File: src/rtl/shared_bus_arb.sv
// Shared data bus with round-robin arbitration, bounded locking and a registered, zero-filled output.
// Optional even-parity output is enabled by defining SHARED_BUS_PARITY_EN.
module shared_bus_arb #(
  parameter int unsigned DATA_W   = 17,
  parameter int unsigned NUM_SRC  = 16,
  parameter int unsigned SEL_W    = 4,
  parameter int unsigned NUM_MST  = 2,
  parameter int unsigned MST_W    = 1,
  parameter int unsigned LOCK_MAX = 8
) (
  input  logic                        clk,
  input  logic                        rst_n,
  input  logic [NUM_MST-1:0]          req,
  input  logic [NUM_MST-1:0]          lock,
  input  logic [NUM_MST*SEL_W-1:0]    sel,
  input  logic [NUM_SRC*DATA_W-1:0]   src_data,
  input  logic [NUM_SRC-1:0]          src_en,
  output logic [NUM_MST-1:0]          gnt,
  output logic [DATA_W-1:0]           bus_out,
  output logic                        bus_vld,
  output logic [MST_W-1:0]            bus_owner,
`ifdef SHARED_BUS_PARITY_EN
  output logic                        bus_par,
`endif
  output logic                        sel_err
);

  localparam int unsigned NUM_SLOT = 2 ** SEL_W;
  localparam int unsigned NUM_OWN  = 2 ** MST_W;
  localparam int unsigned CNT_W    = $clog2(LOCK_MAX + 1);

  typedef enum logic [0:0] {StIdle, StOwned} state_e;

  state_e             state;
  logic [MST_W-1:0]   last_owner;
  logic [CNT_W-1:0]   lock_cnt;

  // Slot and select tables padded to the full code space so every code decodes safely.
  logic [DATA_W-1:0]  slot_val [NUM_SLOT];
  logic [NUM_SLOT-1:0] slot_ok;
  logic [SEL_W-1:0]   sel_arr  [NUM_OWN];
  logic [NUM_OWN-1:0] req_pad;
  logic [NUM_OWN-1:0] lock_pad;

  for (genvar s = 0; s < NUM_SLOT; s++) begin : g_slot
    if (s < NUM_SRC) begin : g_impl
      assign slot_ok[s]  = src_en[s];
      assign slot_val[s] = src_en[s] ? src_data[s*DATA_W +: DATA_W] : '0;
    end else begin : g_none
      assign slot_ok[s]  = 1'b0;
      assign slot_val[s] = '0;
    end
  end

  for (genvar m = 0; m < NUM_OWN; m++) begin : g_mst
    if (m < NUM_MST) begin : g_impl
      assign sel_arr[m]  = sel[m*SEL_W +: SEL_W];
      assign req_pad[m]  = req[m];
      assign lock_pad[m] = lock[m];
    end else begin : g_none
      assign sel_arr[m]  = '0;
      assign req_pad[m]  = 1'b0;
      assign lock_pad[m] = 1'b0;
    end
  end

  logic               win_found;
  logic [MST_W-1:0]   win_idx;
  logic               stay;
  logic               grant_nxt;
  logic [MST_W-1:0]   owner_nxt;
  logic [SEL_W-1:0]   sel_nxt;
  logic [NUM_MST-1:0] gnt_nxt;

  always_comb begin
    win_found = 1'b0;
    win_idx   = '0;
    // Scan upward from last_owner+1, then wrap to 0..last_owner.
    for (int m = 0; m < NUM_MST; m++) begin
      if (!win_found && req[m] && (m > int'(last_owner))) begin
        win_found = 1'b1;
        win_idx   = MST_W'(m);
      end
    end
    for (int m = 0; m < NUM_MST; m++) begin
      if (!win_found && req[m] && (m <= int'(last_owner))) begin
        win_found = 1'b1;
        win_idx   = MST_W'(m);
      end
    end
    stay      = (state == StOwned) && req_pad[bus_owner] && lock_pad[bus_owner] &&
                (lock_cnt < CNT_W'(LOCK_MAX));
    grant_nxt = stay || win_found;
    owner_nxt = stay ? bus_owner : win_idx;
    sel_nxt   = sel_arr[owner_nxt];
    gnt_nxt   = '0;
    for (int m = 0; m < NUM_MST; m++) begin
      gnt_nxt[m] = grant_nxt && (owner_nxt == MST_W'(m));
    end
  end

  always_ff @(posedge clk or negedge rst_n) begin
    if (!rst_n) begin
      state      <= StIdle;
      last_owner <= MST_W'(NUM_MST - 1);
      lock_cnt   <= '0;
      gnt        <= '0;
      bus_out    <= '0;
      bus_vld    <= 1'b0;
      bus_owner  <= '0;
      sel_err    <= 1'b0;
`ifdef SHARED_BUS_PARITY_EN
      bus_par    <= 1'b0;
`endif
    end else if (grant_nxt) begin
      state      <= StOwned;
      last_owner <= owner_nxt;
      lock_cnt   <= stay ? (lock_cnt + CNT_W'(1)) : CNT_W'(1);
      gnt        <= gnt_nxt;
      bus_out    <= slot_val[sel_nxt];
      bus_vld    <= 1'b1;
      bus_owner  <= owner_nxt;
      sel_err    <= !slot_ok[sel_nxt];
`ifdef SHARED_BUS_PARITY_EN
      bus_par    <= ^slot_val[sel_nxt];
`endif
    end else begin
      state      <= StIdle;
      lock_cnt   <= '0;
      gnt        <= '0;
      bus_out    <= '0;
      bus_vld    <= 1'b0;
      bus_owner  <= '0;
      sel_err    <= 1'b0;
`ifdef SHARED_BUS_PARITY_EN
      bus_par    <= 1'b0;
`endif
    end
  end

endmodule

File: config.mk
export PLATFORM = sky130hd
export DESIGN_NAME = shared_bus_arb
export DESIGN_NICKNAME = d
export VERILOG_FILES = /design/src/rtl/shared_bus_arb.sv
export SDC_FILE = /design/constraint.sdc
export NUM_CORES = 1
export LEC_CHECK = 0
export BUFFER_PORTS_ARGS = -buffer_cell sky130_fd_sc_hd__buf_2
export CORE_AREA = 2 2 125 127
export CTS_CLUSTER_SIZE = 16
export DETAILED_ROUTE_END_ITERATION = 10
export DIE_AREA = 0 0 127 129
export GPL_TIMING_DRIVEN = 1
export PLACE_DENSITY = 0.61
export SYNTH_ARGS = -nofsm -noshare
export SYNTH_HDL_FRONTEND = slang
export SYNTH_SLANG_ARGS = --single-unit
File: constraint.sdc
create_clock -name clk -period 5.8 [get_ports clk]
set_input_delay 1.74 -clock clk [delete_from_list [all_inputs] [get_ports clk]]
set_output_delay 1.74 -clock clk [all_outputs]
set_load 0.02 [all_outputs]
Yosys cells after proc, flatten, opt, wreduce, memory -nomap -nowiden --
Cells that the tools add are included. Widths: inputs -> output; s select.
Cells by class: add/subtract/negate cells 1, multipliers 0, divide/modulo/power cells 0, $lt $le $gt $ge 7, eq/ne operators 0, shift-type cells 0, mux-type cells 41, bitwise gates (word level) 3, reduce and logical (&&, ||, !) cells 13
Operator list (count):
- $mux 17 | 19
- $bmux 17 s4 | 1
- $mux 4 | 5
- $mux 1 | 14
- $logic_and 1x1->1 | 9
- $ge 5x5->1 const B | 1
- $lt 4x5->1 const B | 1
- $not 4->5 | 1
- $add 4x1->4 const B | 1
- $bmux 1 s4 | 1
- $lt 4x4->1 const B | 1
- $logic_not 1->1 | 3
- $ge 2x2->1 const B | 1
- $lt 1x2->1 const B | 1
- $mux 2 | 1
- $not 1->2 | 1
- $gt 1x1->1 const A | 1
- $le 1x1->1 const A | 1
- $logic_or 1x1->1 | 1
- $not 1->1 | 1
Word-level totals: bits in registers 27, latch bits 0, memory bits (writable) 0, memory bits (read-only) 0, input bits 302, output and inout port bits 22, logic and storage cells 72, memories kept 0

Longest topological paths before layout --
Gate-level depths: netlist of run 1.
depth after elaboration 20, mapped depth 11, gate-level depth less buffers 8

Least setup slack after synthesis of run 1 --
OpenSTA, ideal clock, no wires.
kind input -> register, from in lock[1], to reg bus_out[0], setup time 0.125 ns, arrival time 3.424 ns, required time 5.675 ns, slack 2.251 ns, stages on the path 11, buffers on the path 3, cells stage by stage nand2_1 -> o221ai_2 -> o21ai_4 -> inv_4 -> buf_6 -> o211a_1 -> buf_2 -> buf_6 -> a22o_1 -> o221ai_1 -> nor4_2
On the way: word-level cells in the longest chain between the ends 14, elaborated cells on any way between the ends 15, classes of those cells 10 x mux; 2 x bitwise; 3 x reduce/logical
RTL lines:
- from (decl) | RTL line 14 | input logic [NUM_MST-1:0] lock,
- $mux 1 (implied by the code) * (2 in a row) | RTL line 91 | stay = (state == StOwned) && req_pad[bus_owner] && lock_pad[bus_owner] &&
- $logic_and 1x1->1 * (2 in a row) | RTL line 91
- $mux 1 | RTL line 94 | owner_nxt = stay ? bus_owner : win_idx;
- $not 1->2 (implied by the code) | RTL line 95 | sel_nxt = sel_arr[owner_nxt];
- $mux 4 (implied by the code) (3 in a row) | RTL line 95
- $not 4->5 (implied by the code) | RTL line 120 | bus_out <= slot_val[sel_nxt];
- $bmux 17 s4 | RTL line 120
- $mux 17 (implied by the code) (2 in a row) | RTL line 120
- $mux 17 * | RTL line 115 | end else if (grant_nxt) begin
- to (signal assigned) | RTL line 120
- to (decl) | RTL line 19 | output logic [DATA_W-1:0] bus_out,
Mark *: on every way between the ends. The rest lies on a longest branch, timed or not. The select of a mux whose other input is x is not followed. A chain may end at the register's enable or synchronous reset.

Worst setup path after layout of run 1 --
Ends and elaborated chain as after synthesis.

==> results of run 1 <==
cells by family (layout without fill, tap and decap cells):
kind of cell | Yosys count | count (layout) | share of synthesized area (%)
buf+inv | 80 | 343 | 8.34
simple gates | 231 | 231 | 25.5
other cells | 0 | 2 | 0
compound gates | 194 | 194 | 35.4
mux | 70 | 70 | 16.4
fa+ha+maj | 1 | 1 | 0.268
flops | 26 | 26 | 14.0
xor+xnor | 1 | 1 | 0.188
flip-flops by register name, indices dropped and copies added (netlist names):
signal	count
bus_out	17
bus_owner	1
gnt	1
last_owner	1
lock_cnt	4
sel_err	1
state	1
power groups by stage:
stage / sequential (mW) / combinational (mW) / clock [mW]
2_1_floorplan: 0.256 / 0.328 / 0
3_3_place_gp: 0.232 / 0.597 / 0
3_5_place_dp: 0.228 / 0.600 / 0
4_1_cts: 0.226 / 0.601 / 0.218
5_1_grt: 0.227 / 0.649 / 0.227
6_report: 0.226 / 0.605 / 0.218
final cells by class:
cell class	instances	area [um^2]	share of cell area [%]
antenna	2	5.00	0.0787
timing repair buffer	334	1700	26.7
inverter	5	21.3	0.335
clock inverter	1	30.0	0.472
multi-input combinational	497	3640	57.3
tap	188	235	3.70
sequential	26	652	10.3
clock buffer	3	75.1	1.18
routing by layer:
layer | routed length (um) | global-route usage, %
met1 | 10100 | 36.3
met2 | 12400 | 50.2
met3 | 1730 | 3.28
met4 | 352 | 5.30
met5 | 0 | 0
through the flow:
step	std cells	total power [mW]	utilization [%]
global route	1056	1.10	42.5
CTS	1054	1.05	42.4
detailed placement	1050	0.828	41.7
finish	1056	1.05	42.5
global placement	1050	0.829	41.7
floorplan	603	0.584	-
worst min path at each step:
| stage | from | end | slack [ns] | cells after the start |
|---|---|---|---|---|
| 6_report | lock_cnt[0] | lock_cnt[0] | 0.48 | 1 |
| 2_1_floorplan | lock_cnt[0] | lock_cnt[0] | 0.44 | 1 |
| 4_1_cts | lock_cnt[0] | lock_cnt[0] | 0.48 | 1 |
| 3_3_place_gp | lock_cnt[0] | lock_cnt[0] | 0.46 | 1 |
| 3_5_place_dp | lock_cnt[0] | lock_cnt[0] | 0.48 | 1 |
| 5_1_grt | lock_cnt[0] | lock_cnt[0] | 0.50 | 1 |
synth_stat cells (all sizes together), types with 6 or more instances:
master	instances	area [um^2]
dfrtp	25	626
a22oi	6	45.0
a32oi	26	228
nand3	72	360
buf	30	199
nor4	14	150
nand4	31	194
nor2	10	37.5
a221oi	8	76.3
mux2i	67	728
o221ai	15	138
nand2	84	315
and2	6	37.5
o2111ai	17	149
clkbuf	45	169
a21oi	32	160
a311o	33	330
a22o	27	236
a221o	15	150
nand2b	7	46.3
critical path, stage by stage:
cell	delay, ns
buf_2	0.09
nand2_1	0.05
o221ai_2	0.26
o21ai_4	0.10
inv_4	0.24
mux2i_4	0.50
buf_4	0.31
and2_1	0.51
a22o_1	0.24
nor4_2	0.05
==> metrics.csv, run 1 <==
stage,metric,value,unit
sta,fin_skew,0.00934,ns
sta,fin_tns_setup,0,ns
sta,hold_viol,0,
routing,first_pass_iters,5,
placement,place_congestion,0.891,
floorplanning,die_x,127,um
routing,routedWlPerCell,23.3,um
pwr,combPwrFrac,57.7,%
grt,grt_pass1_vias,5992,
synth,synth-edff-count,0,
worst_setup_path,worstSetupPathType,in -> reg,
pwr,intPower,0.592,mW
sta,clock.fmax,253,MHz
worst_setup_path,rr_endpoint,bus_out[0],
synth,ys_seq_elements,26,
synth,syn_avg_cell_area,7.74,um^2
worst_setup_path,reg2regPathDepth,9,
clocking,post_cts_buffers,0,
pwr,p_seq_share,21.5,%
floorplanning,dieArea,16400,um^2
clocking,ctsResizeCount,0,
worst_setup_path,regToRegSetupSlack,2.88,ns
routing,num_vias,6431,
pwr,switching_share,43.6,%
sta,fin_crit_sh,68.2,%
grt,grt_first_pass_wirelength,35.0,mm
synth,async_reset_ff_share,100,%
clocking,numCtsBuffers,3,
flow_run,cap_violations,0,
clocking,clk_pin_slew,0.09,ns
sta,slew_headroom,52.3,%
grt,antenna_found_initial,2,
worst_setup_path,worstPathRequired,5.96,ns
outcome,outcome,finished clean,
pwr,vdd.ir_drop.worst,0.115,mV
pwr,power_density,165,nW/um^2
grt,grt_util_all_layers,27.9,%
grt,overflow,0,
layout,drive_gt1_share,42.4,%
clocking,worstSkewPairLatency,0.28,ns
routing,viasPerCell,6.09,
layout,nNetsFinal,1170,
sta,fin_crit,3.96,ns
worst_setup_path,cp-start-kind,input pin,
synth,synthCells,603,
worst_setup_path,cp.arrival,4.12,ns
floorplanning,core_area,15000,um^2
placement,placed_area,6250,um^2
min_path,hold_class,reg -> reg,
sta,drv_slew,0,
clocking,tritoncts,done,
routing,drt-initial-drc-count,545,
worst_setup_path,crit_start,lock[1],
layout,fin_area,6360,um^2
placement,numPortBuffers,323,
sta,setup_ws,1.84,ns
sta,setup_violations,0,
sta,holdWs,0.478,ns
clocking,cts_sinks,26,
floorplanning,row_count,45,
layout,area_delta_synth_final,36.2,%
synth,synthesis.nets,906,
sta,worst_slew_pin_slew,0.715,ns
synth,syn_area,4670,um^2
placement,dp_slack,1.61,ns
clocking,clk_path_buf_depth,2,
synth,seq_area_frac_synth,14.0,%
synth,synthFlopType,dfrtp_1,
layout,layout_common_cells,"buf_2, nand2_1, nand3_1, mux2i_1, a311o_1",
placement,hpwl,19.1,mm
synth,synth_cell_type_count,55,
pwr,leakagePower,2.93,nW
worst_setup_path,critical_path_peak_fanout,16,
floorplanning,ios,324,
routing,drt.antenna.violating_nets,0,
pwr,power.switching,0.457,mW
layout,n_fill_cell,1632,
worst_setup_path,endpoint,bus_out[0],
pwr,p_clk_share,20.8,%
worst_setup_path,regToRegStartpoint,lock_cnt[3],
clocking,cts_hold_buf,0,
worst_setup_path,cp-end-kind,flip-flop,
clocking,h-tree-depth,1,
layout,layout_commonest_cell,buf_2,
sta,grt_setup_unrepaired,no,
synth,ys_warn_count,0,
routing,wl,24.6,mm
routing,drc_errors,0,
floorplanning,die_h,129,um
grt,grt_max_degree,64,
floorplanning,start_util,31.2,%
clocking,cts_root_buffer,clkbuf_16,
Power figures use the tool's default switching activity.
==> run 2: changes to the inputs <==
- CORE_AREA: 2 2 125 127 -> 2 2 127 129
- DIE_AREA: 0 0 127 129 -> 0 0 129 131
- PLACE_DENSITY: 0.61 -> 0.62
- clock period: 5.8 -> 3.4 ns (I/O delays scaled with it)
==> run 2 against run 1 <==
Flip-flop and latch count unchanged. Clock skew is 0.0040 ns lower. Wire length down 1.9%. Critical path depth is the same. Sequential power increased by 73%. Register-to-register slack worse by 2.1 ns. Combinational power up 75%. Highest routed layer unchanged. Non-clock buffer count up 15.
==> metrics.csv, run 2 (synthesized netlist as in run 1, its figures left out) <==
stage,metric,value,unit,change
min_path,hold_class,reg -> reg,,
clocking,h-tree-depth,1,,unchanged
placement,hpwl,19.6,mm,+2.5%
worst_setup_path,reg2regPathDepth,9,,unchanged
layout,area_delta_synth_final,39.9,%,
clocking,worstSkewPairLatency,0.27,ns,about the same
worst_setup_path,crit_start,lock[1],,
sta,fin_skew,0.00539,ns,-0.00395 ns
worst_setup_path,cp-end-kind,flip-flop,,
sta,slew_headroom,55.2,%,+2.8 points
worst_setup_path,regToRegStartpoint,lock_cnt[3],,
worst_setup_path,critical_path_peak_fanout,21,,+5
clocking,cts_root_buffer,clkbuf_16,,
layout,largest_reg_flops,17,,unchanged
min_path,worst_hold_path.endpoint,lock_cnt[0],,
grt,antenna_found_initial,1,,-1
placement,placed_area,6450,um^2,+3.2%
worst_setup_path,worstSetupPathType,in -> reg,,
min_path,hp-start,lock_cnt[0],,
worst_setup_path,cp-start-kind,input pin,,
clocking,post_cts_buffers,0,,unchanged
sta,hold_viol,0,,unchanged
routing,first_pass_iters,5,,unchanged
worst_setup_path,worstPathRequired,3.55,ns,-2.41 ns
clocking,clk_path_buf_depth,2,,unchanged
routing,wl,24.2,mm,-1.9%
sta,worst_slew_pin_slew,0.672,ns,-0.0427 ns
sta,fin_crit_sh,85.6,%,
floorplanning,start_util,29.9,%,-1.2 points
layout,drive_gt1_share,43.2,%,+0.87 points
floorplanning,ios,324,,unchanged
sta,fin_crit,2.91,ns,
routing,wl_met2,11.6,mm,-6.5%
routing,dr_wl_met3,2.16,mm,+25%
clocking,numCtsBuffers,3,,unchanged
outcome,outcome,finished clean,,
placement,place_congestion,0.917,,+3.0%
min_path,min_delay_path_depth,1,,unchanged
routing,routedWlPerCell,22.0,um,-5.7%
layout,fin_area,6530,um^2,+2.7%
floorplanning,die_h,131,um,+1.6%
clocking,clk_pin_slew,0.07,ns,-0.02 ns
floorplanning,core_area,15600,um^2,+4.1%
routing,drt.antenna.violating_nets,0,,unchanged
grt,grt_max_degree,48,,-25%
layout,layout_commonest_cell,buf_2,,
grt,grt_util_all_layers,26.9,%,-1.0 points
routing,num_vias,6471,,+0.62%
worst_setup_path,regToRegSetupSlack,0.81,ns,-2.07 ns
placement,numPortBuffers,323,,unchanged
layout,nNetsFinal,1185,,+1.3%
grt,grt_pass1_vias,5915,,-1.3%
worst_setup_path,rr_endpoint,bus_out[6],,
flow_run,cap_violations,0,,unchanged
clocking,cts_hold_buf,0,,unchanged
grt,overflow,0,,unchanged
sta,grt_setup_unrepaired,no,,
clocking,ctsResizeCount,0,,unchanged
sta,drv_slew,0,,unchanged
layout,regMostFlops,bus_out,,
grt,grt_first_pass_wirelength,34.3,mm,-1.9%
sta,clock.fmax,344,MHz,
routing,met1Wirelength,9.71,mm,-4.1%
pwr,vdd.ir_drop.worst,0.193,mV,+68%
worst_setup_path,cp.arrival,3.06,ns,-1.06 ns
floorplanning,dieArea,16900,um^2,+3.1%
routing,routed.top_layer,met4,,
pwr,total_power,1.73,mW,+65%
routing,drt-initial-drc-count,583,,+7.0%
layout,layout_common_cells,"buf_2, nand2_1, nand3_1, mux2i_1, a311o_1",,
pwr,power_density,265,nW/um^2,+61%
layout,reg.largest.list,"bus_out: 17 flops, lock_cnt: 4 flops",,
clocking,cts_sinks,26,,unchanged
floorplanning,die_x,129,um,+1.6%
floorplanning,row_count,46,,+2.2%
routing,viasPerCell,5.89,,-3.2%
pwr,leakagePower,3.01,nW,+2.7%
sta,fin_tns_setup,0,ns,unchanged
clocking,tritoncts,done,,
routing,drc_errors,0,,unchanged
sta,setup_violations,0,,unchanged
==> run 2: worst max-delay path, stage by stage <==
cell,delay (ns)
buf_2,0.09
nand2_1,0.05
o221ai_2,0.25
o21ai_4,0.11
inv_4,0.12
mux2_4,0.42
buf_4,0.25
a311o_1,0.32
a21oi_1,0.31
nor4_2,0.09
==> run 2: cell type report <==
| cell class | instances | area (um^2) |
|---|---|---|
| Fill cell | 1676 | 9070 |
| Multi-Input combinational cell | 497 | 3640 |
| Timing Repair Buffer | 349 | 1860 |
| Sequential cell | 26 | 652 |
| Tap cell | 216 | 270 |
| Clock buffer | 4 | 78.8 |
| Inverter | 5 | 21.3 |
| Antenna cell | 1 | 2.50 |
==> run 2: per-layer routing <==
metal	vias to the layer above	track usage, %
li1	3003	-
met1	3039	35.5
met2	389	45.7
met3	40	4.64
met4	0	6.78
met5	-	0
==> run 2: worst max-delay path by stage <==
stage | to | depth (start not counted)
after floorplan | bus_out[0] | 11
after global placement | bus_out[6] | 10
after detailed placement | bus_out[6] | 10
after CTS | bus_out[6] | 10
after global routing | bus_out[10] | 10
final | bus_out[6] | 10
==> run 2: where the power goes <==
part / internal, mW / leakage, nW / switching, mW
Sequential: 0.358 / 0.321 / 0.0322
Combinational: 0.447 / 2.65 / 0.611
Clock: 0.161 / 0.0382 / 0.122
Total: 0.965 / 3.01 / 0.765
==> run 2: stage by stage <==
stage	setup slack, ns	util (%)	std cells	hold slack, ns
CTS	0.489	41.8	1097	0.489
detailed placement	0.206	41.3	1093	0.478
finish	0.490	41.8	1098	0.485
global route	0.333	41.8	1098	0.504
floorplan	0.571	-	603	0.442
global placement	0.245	41.3	1093	0.463
==> run 3: changes to the inputs <==
- RECOVER_POWER: unset -> 25
==> run 3 against run 2 <==
The run now ends with max-capacitance violations, max-slew violations left. Wire length grew 0.16%. Cell count is the same. Hold slack is essentially flat. Sequential power is essentially flat. Via count is essentially flat. Clock skew is essentially flat. Final area is essentially flat. Combinational power is essentially flat. Worst setup slack gained 0.0018 ns. Global-route usage is the same. Critical path depth is the same. Flip-flop and latch count is the same. Critical path type unchanged.
==> metrics.csv, run 3 (synthesized netlist as in run 1, its figures left out) <==
stage,metric,value,unit,change
worst_setup_path,worstSetupPathType,in -> reg,,
sta,setup_violations,0,,unchanged
placement,hpwl,19.6,mm,unchanged
sta,clock.fmax,344,MHz,about the same
worst_setup_path,worstPathRequired,3.55,ns,about the same
sta,fin_skew,0.00577,ns,+0.000385 ns
floorplanning,die_h,131,um,unchanged
routing,routedWlPerCell,22.0,um,+0.16%
layout,regMostFlops,bus_out,,
grt,grt_pass1_vias,5915,,unchanged
outcome,outcome,"finished, violations left",,
clocking,cts_root_buffer,clkbuf_16,,
routing,num_vias,6477,,+0.093%
worst_setup_path,cp.arrival,3.06,ns,about the same
clocking,post_cts_buffers,0,,unchanged
pwr,total_power,1.73,mW,about the same
clocking,h-tree-depth,1,,unchanged
flow_run,cap_violations,1,,+1
sta,drv_slew,27,,+27
routing,viasPerCell,5.90,,about the same
placement,place_congestion,0.917,,unchanged
worst_setup_path,regToRegSetupSlack,0.81,ns,about the same
floorplanning,core_area,15600,um^2,unchanged
worst_setup_path,critical_path_peak_fanout,21,,unchanged
grt,overflow,0,,unchanged
layout,multi_input_area,3640,um^2,unchanged
layout,reg.largest.list,"bus_out: 17 flops, lock_cnt: 4 flops",,
floorplanning,start_util,29.9,%,unchanged
routing,drc_errors,0,,unchanged
grt,antenna_found_initial,1,,unchanged
sta,hold_viol,0,,unchanged
placement,numPortBuffers,323,,unchanged
clocking,worstSkewPairLatency,0.27,ns,about the same
routing,drt.antenna.violating_nets,0,,unchanged
floorplanning,row_count,46,,unchanged
routing,wl,24.2,mm,+0.16%
floorplanning,die_x,129,um,unchanged
worst_setup_path,rr_endpoint,bus_out[6],,
layout,drive_gt1_share,43.1,%,-0.11 points
pwr,power_density,265,nW/um^2,about the same
clocking,clk_path_buf_depth,2,,unchanged
worst_setup_path,cp_cell_sequence,buf_2 -> nand2_1 -> o221ai_2 -> o21ai_4 -> inv_4 -> mux2_4 -> buf_4 -> a311o_1 -> a21oi_1 -> nor4_2,,
routing,drt-initial-drc-count,583,,unchanged
routing,first_pass_iters,5,,unchanged
grt,grt_max_degree,48,,unchanged
worst_setup_path,slowest_delay,0.42,ns,about the same
min_path,hold_class,reg -> reg,,
outcome,violations,"max-capacitance violations, max-slew violations",,
clocking,cts_sinks,26,,unchanged
layout,largest_reg_flops,17,,unchanged
layout,layout_common_cells,"buf_2, nand2_1, nand3_1, mux2i_1, a311o_1",,
clocking,tritoncts,done,,
layout,layout_commonest_cell,buf_2,,
clocking,numCtsBuffers,3,,unchanged
floorplanning,ios,324,,unchanged
layout,register_area,652,um^2,unchanged
sta,grt_setup_unrepaired,no,,
pwr,vdd.ir_drop.worst,0.192,mV,-0.46%
grt,grt_util_all_layers,26.9,%,unchanged
worst_setup_path,cp-start-kind,input pin,,
floorplanning,dieArea,16900,um^2,unchanged
sta,worst_slew_pin_slew,1.61,ns,+0.938 ns
pwr,leakagePower,3.01,nW,about the same
sta,fin_crit_sh,85.5,%,about the same
worst_setup_path,crit_start,lock[1],,
layout,n_fill_cell,1677,,+0.060%
layout,area_delta_synth_final,39.8,%,about the same
grt,grt_first_pass_wirelength,34.3,mm,unchanged
worst_setup_path,endpoint,bus_out[6],,
clocking,ctsResizeCount,0,,unchanged
sta,slew_headroom,-7.32,%,-63 points
clocking,clk_pin_slew,0.07,ns,about the same
worst_setup_path,regToRegStartpoint,lock_cnt[3],,
worst_setup_path,cp-end-kind,flip-flop,,
sta,fin_tns_setup,0,ns,unchanged
worst_setup_path,reg2regPathDepth,9,,unchanged
layout,nNetsFinal,1185,,unchanged
clocking,cts_hold_buf,0,,unchanged
worst_setup_path,worst_path_max_delay_cell,mux2_4,,
sta,fin_crit,2.91,ns,-0.00183 ns
run 3: per-layer routing:
| metal | track usage (%) | part of all wire [%] | vias up |
|---|---|---|---|
| met3 | 4.64 | 9.1 | 34 |
| met5 | 0 | 0 | - |
| li1 | - | - | 3004 |
| met1 | 35.5 | 40 | 3041 |
| met2 | 45.7 | 48 | 398 |
| met4 | 6.78 | 2.6 | 0 |
run 3: power breakdown:
group          total [mW]  switching (mW)  internal, mW
Clock               0.282           0.121         0.161
Sequential          0.390          0.0321         0.358
Combinational        1.06           0.611         0.446
run 3: metrics by stage:
| step | util [%] | worst slack, ns | instance area, um^2 | std cells | hold slack [ns] |
|---|---|---|---|---|---|
| final | 41.8 | 0.492 | 6530 | 1098 | 0.485 |
| after global routing | 41.8 | 0.333 | 6530 | 1098 | 0.504 |
| after CTS | 41.8 | 0.489 | 6530 | 1097 | 0.489 |
| after detailed placement | 41.3 | 0.206 | 6450 | 1093 | 0.478 |
| after global placement | 41.3 | 0.245 | 6450 | 1093 | 0.463 |
| after floorplan | - | 0.571 | 4670 | 603 | 0.442 |
run 3: worst min-delay path by stage:
stage               slack (ns)           to         from  cells after the start
floorplan                 0.44  lock_cnt[0]  lock_cnt[0]                      1
global placement          0.46  lock_cnt[0]  lock_cnt[0]                      1
detailed placement        0.48  lock_cnt[0]  lock_cnt[0]                      1
CTS                       0.49  lock_cnt[0]  lock_cnt[0]                      1
global route              0.50  lock_cnt[0]  lock_cnt[0]                      1
finish                    0.48  lock_cnt[0]  lock_cnt[0]                      1
run 3: final cells by class:
| type | instances | share of cell area, % |
|---|---|---|
| multi-input cells | 497 | 55.8 |
| flip-flops and latches | 26 | 9.99 |
| inverters | 5 | 0.326 |
| well taps | 216 | 4.14 |
| repair buffers | 349 | 28.5 |
| diodes | 1 | 0.0383 |
| clock buffers | 4 | 1.21 |
run 3: critical path: cells and delay by family:
kind | cells | cell delay, ns
AO/OA/AOI/OAI | 4 | 0.99
multiplexers | 1 | 0.42
buffers and inverters | 3 | 0.46
AND/OR/NAND/NOR | 2 | 0.14
